$ cat config.mk
export PLATFORM = sky130hd
export DESIGN_NAME = multi_cycle_ctrl
export DESIGN_NICKNAME = d
export VERILOG_FILES = /design/src/rtl/multi_cycle_ctrl.sv
export SDC_FILE = /design/constraint.sdc
export NUM_CORES = 1
export LEC_CHECK = 0
export CAP_MARGIN = 20
export CORE_MARGIN = 2
export CORE_UTILIZATION = 30
export CTS_CLUSTER_DIAMETER = 200
export DETAILED_ROUTE_END_ITERATION = 8
export PLACE_DENSITY = 0.8
export SLEW_MARGIN = 0
export SYNTH_ARGS = -nofsm -noshare
export SYNTH_HDL_FRONTEND = slang
export SYNTH_SLANG_ARGS = --single-unit
$ cat constraint.sdc
create_clock -name clk -period 2.7 [get_ports clk]
set_input_delay 0.27 -clock clk [delete_from_list [all_inputs] [get_ports clk]]
set_output_delay 0.27 -clock clk [all_outputs]
set_load 0.03 [all_outputs]
$ cat src/rtl/multi_cycle_ctrl.sv
// rtl/multi_cycle_ctrl.sv - multi-cycle MIPS controller FSM (FETCH/DECODE/EXE/MEM/WB)
//
// Purpose: sequences the shared PC/IR/GRF/ALU/DM datapath for
//   addu, subu, ori, lui, lw, sw, beq, jal, jr. DM accesses use a req/ready
//   handshake, so MEM may last any number of cycles.
// Ports:
//   clk, reset            clock; synchronous active-high reset (FSM -> FETCH)
//   op, fun               IR[31:26] / IR[5:0], valid from DECODE onward
//   alu_zero              ALU zero flag, used by beq in EXE
//   dm_ready              DM handshake completion, only looked at in MEM
//   PCWrite, PCSrc        PC load enable and next-PC select
//   IRWrite               IR load enable
//   GRFWrite, GRFDst,     register-file write enable, destination select,
//   GRFSrc                write-data select
//   ALUSrc, signSrc, LUI  ALU B-operand select, extension mode, lui shift
//   ALUContrl             ALU operation
//   dm_req, DMWrite       DM request and write qualifier
//   instr_done            one-cycle pulse on the last cycle of each instruction
//   illegal               one-cycle pulse in DECODE for unsupported op/fun
//   state                 current state (debug)

module multi_cycle_ctrl #(
  parameter logic [4:0] JAL_REG = 5'd31
) (
  input  logic       clk,
  input  logic       reset,
  input  logic [5:0] op,
  input  logic [5:0] fun,
  input  logic       alu_zero,
  input  logic       dm_ready,
  output logic       PCWrite,
  output logic [1:0] PCSrc,
  output logic       IRWrite,
  output logic       GRFWrite,
  output logic [1:0] GRFDst,
  output logic [1:0] GRFSrc,
  output logic       ALUSrc,
  output logic       signSrc,
  output logic       LUI,
  output logic [2:0] ALUContrl,
  output logic       dm_req,
  output logic       DMWrite,
  output logic       instr_done,
  output logic       illegal,
  output logic [2:0] state
);

  // GRFDst=10 selects JAL_REG inside the datapath; $0 would silently drop the link.
  if (JAL_REG == 5'd0) begin : g_bad_jal_reg
    $error("JAL_REG must not be register 0");
  end

  typedef enum logic [2:0] {
    S_FETCH  = 3'd0,
    S_DECODE = 3'd1,
    S_EXE    = 3'd2,
    S_MEM    = 3'd3,
    S_WB     = 3'd4
  } state_t;

  state_t cur_state, next_state;

  logic is_rtype, is_addu, is_subu, is_jr, is_ori, is_lui, is_lw, is_sw, is_beq, is_jal;
  logic needs_exe;

  assign is_rtype  = (op == 6'b000000);
  assign is_addu   = is_rtype && (fun == 6'b100001);
  assign is_subu   = is_rtype && (fun == 6'b100011);
  assign is_jr     = is_rtype && (fun == 6'b001000);
  assign is_ori    = (op == 6'b001101);
  assign is_lui    = (op == 6'b001111);
  assign is_lw     = (op == 6'b100011);
  assign is_sw     = (op == 6'b101011);
  assign is_beq    = (op == 6'b000100);
  assign is_jal    = (op == 6'b000011);
  assign needs_exe = is_addu | is_subu | is_ori | is_lui | is_lw | is_sw | is_beq;

  always_ff @(posedge clk) begin
    if (reset) cur_state <= S_FETCH;
    else       cur_state <= next_state;
  end

  always_comb begin
    next_state = S_FETCH;
    PCWrite    = 1'b0;
    PCSrc      = 2'b00;
    IRWrite    = 1'b0;
    GRFWrite   = 1'b0;
    GRFDst     = 2'b00;
    GRFSrc     = 2'b00;
    ALUSrc     = 1'b0;
    signSrc    = 1'b0;
    LUI        = 1'b0;
    ALUContrl  = 3'b000;
    dm_req     = 1'b0;
    DMWrite    = 1'b0;
    instr_done = 1'b0;
    illegal    = 1'b0;

    case (cur_state)
      S_FETCH: begin
        IRWrite    = 1'b1;
        PCWrite    = 1'b1;
        next_state = S_DECODE;
      end
      S_DECODE: begin
        if (is_jal) begin
          PCWrite    = 1'b1;
          PCSrc      = 2'b10;
          GRFWrite   = 1'b1;
          GRFDst     = 2'b10;
          GRFSrc     = 2'b10;
          instr_done = 1'b1;
        end else if (is_jr) begin
          PCWrite    = 1'b1;
          PCSrc      = 2'b11;
          instr_done = 1'b1;
        end else if (needs_exe) begin
          next_state = S_EXE;
        end else begin
          // Unsupported encodings retire as a nop.
          illegal    = 1'b1;
          instr_done = 1'b1;
        end
      end
      S_EXE: begin
        if (is_addu || is_subu) begin
          ALUContrl  = is_subu ? 3'b001 : 3'b000;
          next_state = S_WB;
        end else if (is_ori || is_lui) begin
          // lui relies on the datapath feeding rs=$0, so OR passes the shifted immediate.
          ALUContrl  = 3'b010;
          ALUSrc     = 1'b1;
          LUI        = is_lui;
          next_state = S_WB;
        end else if (is_lw || is_sw) begin
          ALUSrc     = 1'b1;
          signSrc    = 1'b1;
          next_state = S_MEM;
        end else if (is_beq) begin
          ALUContrl  = 3'b001;
          signSrc    = 1'b1;
          PCSrc      = 2'b01;
          PCWrite    = alu_zero;
          instr_done = 1'b1;
        end
      end
      S_MEM: begin
        dm_req  = 1'b1;
        DMWrite = is_sw;
        if (!dm_ready) begin
          next_state = S_MEM;
        end else if (is_lw) begin
          next_state = S_WB;
        end else begin
          instr_done = 1'b1;
        end
      end
      S_WB: begin
        GRFWrite   = 1'b1;
        GRFDst     = is_rtype ? 2'b01 : 2'b00;
        GRFSrc     = is_lw ? 2'b01 : 2'b00;
        instr_done = 1'b1;
      end
      default: next_state = S_FETCH;
    endcase

    // Reset blanks every output immediately, so an in-flight DM request drops
    // in the same cycle reset is sampled.
    if (reset) begin
      PCWrite    = 1'b0;
      PCSrc      = 2'b00;
      IRWrite    = 1'b0;
      GRFWrite   = 1'b0;
      GRFDst     = 2'b00;
      GRFSrc     = 2'b00;
      ALUSrc     = 1'b0;
      signSrc    = 1'b0;
      LUI        = 1'b0;
      ALUContrl  = 3'b000;
      dm_req     = 1'b0;
      DMWrite    = 1'b0;
      instr_done = 1'b0;
      illegal    = 1'b0;
    end
  end

  assign state = reset ? 3'd0 : cur_state;

endmodule

# Yosys cells after proc, flatten, opt, wreduce, memory -nomap -nowiden
# Cells that the tools add are included.
# word_totals
register_bits,3
in_bits,16
output_inout_bits,22
wordCells,106
# op_classes
n_eq_ne,13
muxes,78
bitwise_logic,6
n_reduce_logical,8
# op_table
op,n
$mux W1,52
$mux W2,13
$eq A6 B6 Y1 const B,4
$eq A6 B4 Y1 const B,3
$mux W3,6
$pmux W2 S2,3
$pmux W3 S4,1
$eq A3 B2 Y1 const B,2
$eq A6 B2 Y1 const B,1
$eq A6 B3 Y1 const B,1
$logic_not A6 Y1,1
$or A1 B1 Y1,6
$pmux W1 S4,1
$eq A3 B1 Y1 const B,1
$eq A3 B3 Y1 const B,1
$logic_and A1 B1 Y1,3
$logic_not A3 Y1,1
$logic_or A1 B1 Y1,3
$pmux W1 S3,1
$pmux W1 S2,1

# Depth between registers and ports, before layout
# Gate-level depths: netlist (run 1).
# logic_depth
word_depth,13
mapped_depth,5
ltp_nobuf,4

# Least setup slack after synthesis (run 1)
# No wires, ideal clock.
# synth_timing
kind,register to output
start,register cur_state[2]
end,output port GRFDst[0]
arrival_time_ns,2.019
required_time_ns,2.430
slack_ns,0.411
path_stages_with_launch,4
n_path_buf,0
cell_sequence,dfxtp_1 > nor2b_1 > nand2_1 > nor4_1
# synth_between
elab_chain_len,3
elab_cells_between_ends,4
cone_classes,2 x eq/ne; 2 x mux
# synth_rtl
element,line,source
start: declaration,61,"state_t cur_state, next_state;"
start signal: assignment,80,else cur_state <= next_state;
$eq A3 B3 Y1 or $eq A3 B1 Y1 (tied branches),100,case (cur_state)
$pmux W2 S2 (*),100,
$mux W2 (*),170,if (reset) begin
end: declaration,35,"output logic [1:0] GRFDst,"
# Every way passes the cells marked *; elsewhere a longest branch is shown, timed or not.

# Worst setup path in the final report (run 1)
# layout_timing
start,input port op[5]
end,output port GRFWrite
# layout_between
elab_chain_len,4
# layout_rtl
element,line,source
start: declaration,27,"input logic [5:0] op,"
$eq A6 B2 Y1,75,assign is_jal = (op == 6'b000011);
$mux W1,107,if (is_jal) begin
$pmux W1 S2,100,
$mux W1,170,
end: declaration,34,"output logic GRFWrite,"
# Every way passes these cells.

==> results.sh, run 1 <==
export IMPL_timing_final_crit_period_ns=2.61
export IMPL_arrival_ns=2.34
export IMPL_firstDrtPassIters=6
export IMPL_drcViolationCount=0
export IMPL_clk_pin_slew_ns=0.04
export IMPL_wl_per_cell_um=12.2
export IMPL_ios=38
export IMPL_cts_sinks=3
export IMPL_worstHoldStart="cur_state[0]"
export IMPL_cts_tree="yes"
export IMPL_grt_pass1_vias=674
export IMPL_avgSynthCellArea_um2=7.06
export IMPL_ir_worst_vdd_mv=0.270
export IMPL_synth_top_area_cell="dfxtp_1"
export IMPL_clock_skew_ns=0.00427
export IMPL_n_antenna_cell=0
export IMPL_fp_dieH_um=47.1
export IMPL_grt_pass1_wl_um=2800
export IMPL_largest_reg_flops=3
export IMPL_root_buffer="clkbuf_4"
export IMPL_dr_total_vias=750
export IMPL_grt_usage_pct=17.5
export IMPL_endpoint_kind="output port"
export IMPL_finalSetupViolations=0
export IMPL_drv_cap=0
export IMPL_syn_nets=95
export IMPL_start_util_pct=32.0
export IMPL_hold_viol_final=0
export IMPL_hpwl_um=1410
export IMPL_worst_r2r_setup_slack_ns=1.37
export IMPL_start_kind="input pin"
export IMPL_final_cell_mix="26 x clkdlybuf4s50_1, 10 x buf_4, 8 x nor2_1, 8 x nor2b_1, 7 x dlymetal6s2s_1"
export IMPL_fin_crit_sh_pct=96.8
export IMPL_r2r_end="cur_state[1]"
export IMPL_synth_area_leaders="dfxtp_1 11%, nor2b_1 9.0%, nand3b_1 5.4%"
export IMPL_seqCellArea_um2=60.1
export IMPL_fin_nets=139
export IMPL_reg_largest_list="cur_state x3"
export IMPL_rsz0062_at_grt="false"
export IMPL_fillers=170
export IMPL_status="completed"
export IMPL_crit_chain="clkdlybuf4s50_1, nor4_4, or2b_1, o21ai_0, clkdlybuf4s50_1"
export IMPL_clkLatencyLatePin_ns=0.23
export IMPL_clock_fmax_ghz=0.383
export IMPL_worstPathBufferInverterCount=2
export IMPL_slew_violations=0
export IMPL_core_mm2=0.00175
export IMPL_synth_area_um2=558
export IMPL_worst_path_max_delay_cell="clkdlybuf4s50_1"
export IMPL_largest_register="cur_state"
export IMPL_min_to="cur_state[2]"
export IMPL_antenna_found_initial=0
export IMPL_vias_per_cell=5.10
export IMPL_antenna_left=0
export IMPL_multi_input_area_um2=477
export IMPL_ys_warn_count=0
export IMPL_drive_gt1_share_pct=16.4
export IMPL_ys_ff_latch=3
export IMPL_dieArea_mm2=0.00222
export IMPL_cp_max_fo=4
export IMPL_fin_tns_setup_ns=0
export IMPL_die_w_um=47.1
export IMPL_place_gp_congestion=0.799
export IMPL_clockBufferDepth=2
export IMPL_rows=15
export IMPL_cp_slowest_stage_delay_ns=0.69
export IMPL_holdPathStages=2
export IMPL_r2r_cells=4
export IMPL_grt_max_degree=15
export IMPL_layout_commonest_cell="clkdlybuf4s50_1"
export IMPL_hold_path_class="flop to flop"
export IMPL_h_tree_depth=1
export IMPL_critPathMostFrequentCell="clkdlybuf4s50_1"
export IMPL_power_density_mw_per_mm2=213
export IMPL_crit_cells=5
export IMPL_wl_um=1790
export IMPL_synthCells=79
export IMPL_grt_overflow=0
export IMPL_port_buffers=36
export IMPL_ys_seq_area_share_pct=10.8
export IMPL_drt_initial_drc_count=23
export IMPL_leakagePower_nw=0.485
export IMPL_synth_cell_type_count=36
export IMPL_required_ns=2.43
export IMPL_cp_top_family="buffers and inverters"
export IMPL_area_delta_synth_final_pct=83.6
export IMPL_critPathKind="input pin to output port"
export IMPL_yosysTopAreaCellShare_pct=10.8
export IMPL_r2r_start="cur_state[1]"
export IMPL_cts_inserted_buffers=3
export IMPL_p_total_mw=0.218
==> final cells by class <==
type / count / share of cell area, %
clock buffers: 4 / 2.56
inverters: 2 / 0.733
multi-input cells: 70 / 46.5
flip-flops and latches: 3 / 5.86
well taps: 25 / 3.05
repair buffers: 43 / 41.3
==> stage by stage <==
step                util [%]  instance area, um2  setup slack (ns)  cells  hold slack (ns)
floorplan                  -                 558             0.411     79            0.514
global placement        55.7                 972            0.0171    143            0.703
detailed placement      55.7                 972            0.0158    143            0.703
CTS                     57.2                 998           0.00539    147            0.714
global route            58.7                1020          0.000719    147            0.759
finish                  58.7                1020            0.0859    147            0.719
==> worst max path at each step <==
stage / from / endpoint
3_3_place_gp: op[3] / LUI
4_1_cts: op[3] / LUI
2_1_floorplan: cur_state[2] / GRFDst[0]
6_report: op[5] / GRFWrite
5_1_grt: op[5] / GRFSrc[0]
3_5_place_dp: op[3] / LUI
==> tightest hold or removal path: stages, from the launching register on <==
cell	delay (ns)
dfxtp_1	0.41
o21ai_1	0.13
o211a_1	0.15
==> kinds of logic (layout without fill, tap and decap cells) <==
group	after synthesis	in the layout	share of synthesized area, %
flops	3	3	10.8
buf+inv	6	49	5.38
other cells	1	1	0.672
simple gates	54	54	64.3
compound gates	15	15	18.8
==> cell usage after synthesis (all sizes together) <==
cell type and n:
and3 2, clkbuf 2, nor4 4, a211o 1, o21ai 3, nor2b 8
nor4b 2, nand4 3, dfxtp 3, o21a 1, inv 2, o211a 1
a21oi 4, or4 1, o31ai 1, nor3b 2, a21o 1, nand3b 4
nor2 8, a31oi 1, nand4b 3, conb 1, and2 2, buf 2
nand2 6, or3 2, and4 1, a211oi 1, nor3 2, o22ai 1
or2b 2, nand2b 2
==> layer usage <==
metal / track usage, % / vias to the layer above / part of all wire (%)
met1: 24.3 / 337 / 45
li1: - / 380 / -
met4: 3.33 / 0 / 0
met5: 0 / - / 0
met2: 27.4 / 33 / 48
met3: 4.62 / 0 / 7.0
==> report_power, final <==
group	internal (mW)	total, mW	switching [mW]
Sequential	0.0460	0.0503	0.00427
Clock	0.0553	0.0783	0.0229
Combinational	0.0465	0.0898	0.0433
Total	0.148	0.218	0.0705
==> repair_timing <==
action                                  in CTS  in global routing
gates resized for setup                      0                  8
endpoints found under the setup margin       0                  9
hold buffers                                 0                  0
setup buffers                                0                  0
Power figures use the tool's default switching activity.
==> run 2, diff against run 1 <==
--- a/config.mk
+++ b/config.mk
@@ -7,10 +7,10 @@
 export LEC_CHECK = 0
 export CAP_MARGIN = 20
 export CORE_MARGIN = 2
-export CORE_UTILIZATION = 30
+export CORE_UTILIZATION = 37
 export CTS_CLUSTER_DIAMETER = 200
 export DETAILED_ROUTE_END_ITERATION = 8
-export PLACE_DENSITY = 0.8
+export PLACE_DENSITY = 0.93
 export SLEW_MARGIN = 0
 export SYNTH_ARGS = -nofsm -noshare
 export SYNTH_HDL_FRONTEND = slang
==> results.sh, run 2 (same netlist as run 1, synthesis figures left out) <==
export IMPL_status="completed"
export IMPL_timing_hold_ws_ns=0.730
export IMPL_drive_gt1_share_pct=15.0
export IMPL_timing_final_crit_period_ns=2.60
export IMPL_reg_largest_list="cur_state x3"
export IMPL_busiest_layer="met2"
export IMPL_start_util_pct=38.4
export IMPL_largest_register="cur_state"
export IMPL_grt_overflow=0
export IMPL_rsz0062_at_grt="false"
export IMPL_antenna_left=0
export IMPL_ios=38
export IMPL_n_antenna_cell=0
export IMPL_fin_crit_sh_pct=96.5
export IMPL_vias_per_cell=5.60
export IMPL_worstPathBufferInverterCount=2
export IMPL_leakagePower_nw=0.480
export IMPL_wl_per_cell_um=13.4
export IMPL_final_cell_mix="25 x clkdlybuf4s50_1, 8 x nor2_1, 8 x nor2b_1, 8 x buf_4, 7 x dlymetal6s2s_1"
export IMPL_hold_buffers=0
export IMPL_fillers=115
export IMPL_cp_top_family="buffers and inverters"
export IMPL_critPathMostFrequentCell="clkdlybuf4s50_1"
export IMPL_required_ns=2.43
export IMPL_cp_max_fo=6
export IMPL_cts_sinks=3
export IMPL_clockBufferDepth=2
export IMPL_port_buffers=36
export IMPL_cts_setup_buffers=0
export IMPL_wl_um=1830
export IMPL_cts_tree="yes"
export IMPL_root_buffer="clkbuf_4"
export IMPL_start_kind="input pin"
export IMPL_final_area_um2=997
export IMPL_hold_path_class="flop to flop"
export IMPL_grt_max_degree=15
export IMPL_area_delta_synth_final_pct=78.7
export IMPL_worst_path_max_delay_cell="clkdlybuf4s50_1"
export IMPL_ir_worst_vdd_mv=0.217
export IMPL_dr_total_vias=762
export IMPL_layout_commonest_cell="clkdlybuf4s50_1"
export IMPL_cp_slowest_stage_delay_ns=0.68
export IMPL_dpl_instance_area_um2=946
export IMPL_core_mm2=0.00145
export IMPL_clock_fmax_ghz=0.384
export IMPL_fin_nets=137
export IMPL_critPathKind="input pin to output port"
export IMPL_power_density_mw_per_mm2=216
export IMPL_place_gp_congestion=0.920
export IMPL_finalSetupViolations=0
export IMPL_arrival_ns=2.33
export IMPL_met1_usage_pct=26.3
export IMPL_dp_slack_ns=0.000715
export IMPL_clkLatencyLatePin_ns=0.23
export IMPL_clock_skew_ns=0.00322
export IMPL_die_w_um=42.8
export IMPL_worst_slack_ns=0.0956
export IMPL_drv_cap=0
export IMPL_met2_usage_pct=36.1
export IMPL_dieArea_mm2=0.00183
export IMPL_crit_chain="clkdlybuf4s50_1, nor4_4, or2b_1, nor2_1, clkdlybuf4s50_1"
export IMPL_slew_violations=0
export IMPL_grt_usage_pct=20.4
export IMPL_grt_pass1_wl_um=2960
export IMPL_rows=14
export IMPL_drcViolationCount=0
export IMPL_fp_dieH_um=42.8
export IMPL_hpwl_um=1440
export IMPL_cts_inserted_buffers=3
export IMPL_clk_pin_slew_ns=0.04
export IMPL_hold_viol_final=0
export IMPL_grt_met3_usage_pct=0
export IMPL_largest_reg_flops=3
export IMPL_antenna_found_initial=0
export IMPL_endpoint_kind="output port"
export IMPL_firstDrtPassIters=4
export IMPL_h_tree_depth=1
export IMPL_grt_pass1_vias=718
export IMPL_drt_initial_drc_count=21
[run 2: through the flow]
step | util, % | instances | total power, mW | TNS [ns]
floorplan | - | 79 | 0.0875 | 0
global route | 68.6 | 136 | 0.225 | 0
finish | 68.6 | 136 | 0.215 | 0
detailed placement | 65.1 | 132 | 0.137 | 0
CTS | 66.8 | 136 | 0.217 | -0.0122
global placement | 65.1 | 132 | 0.135 | 0
[run 2: worst paths after layout]
check / cells after the start / slack [ns] / from / endpoint
worst max-delay path: 5 / 0.1 / op[5] / GRFDst[1]
worst min-delay path: 1 / 0.73 / cur_state[0] / cur_state[2]
worst max register to register: 4 / 1.35 / cur_state[1] / cur_state[1]
worst min register to register: 1 / 0.73 / cur_state[0] / cur_state[2]
[run 2: final cells by class]
cell class	count	area [um2]	share of cell area (%)
inverter	2	7.51	0.753
tap	16	20.0	2.01
timing repair buffer	41	407	40.8
multi-input combinational	70	477	47.8
clock buffer	4	26.3	2.63
sequential	3	60.1	6.02
[run 2: report_power, final]
group          internal [mW]  switching [mW]
clock                 0.0553          0.0217
combinational         0.0447          0.0435
sequential            0.0460         0.00425
[run 2: repair_timing]
item | in CTS | in global routing
pin swaps | 0 | 0
setup endpoints to repair | 2 | 9
resized for setup | 1 | 8
[run 2: worst reg2reg max path, cell delays in order, from the launching register on]
cell	delay [ns]
dfxtp_1	0.50
nor2b_1	0.21
nor2b_1	0.23
o21ai_0	0.22
o31ai_2	0.10
[run 2: metal layers]
layer	wire length, um	vias up
met4	8	0
li1	-	375
met1	775	351
met5	0	-
met3	98	2
met2	943	34
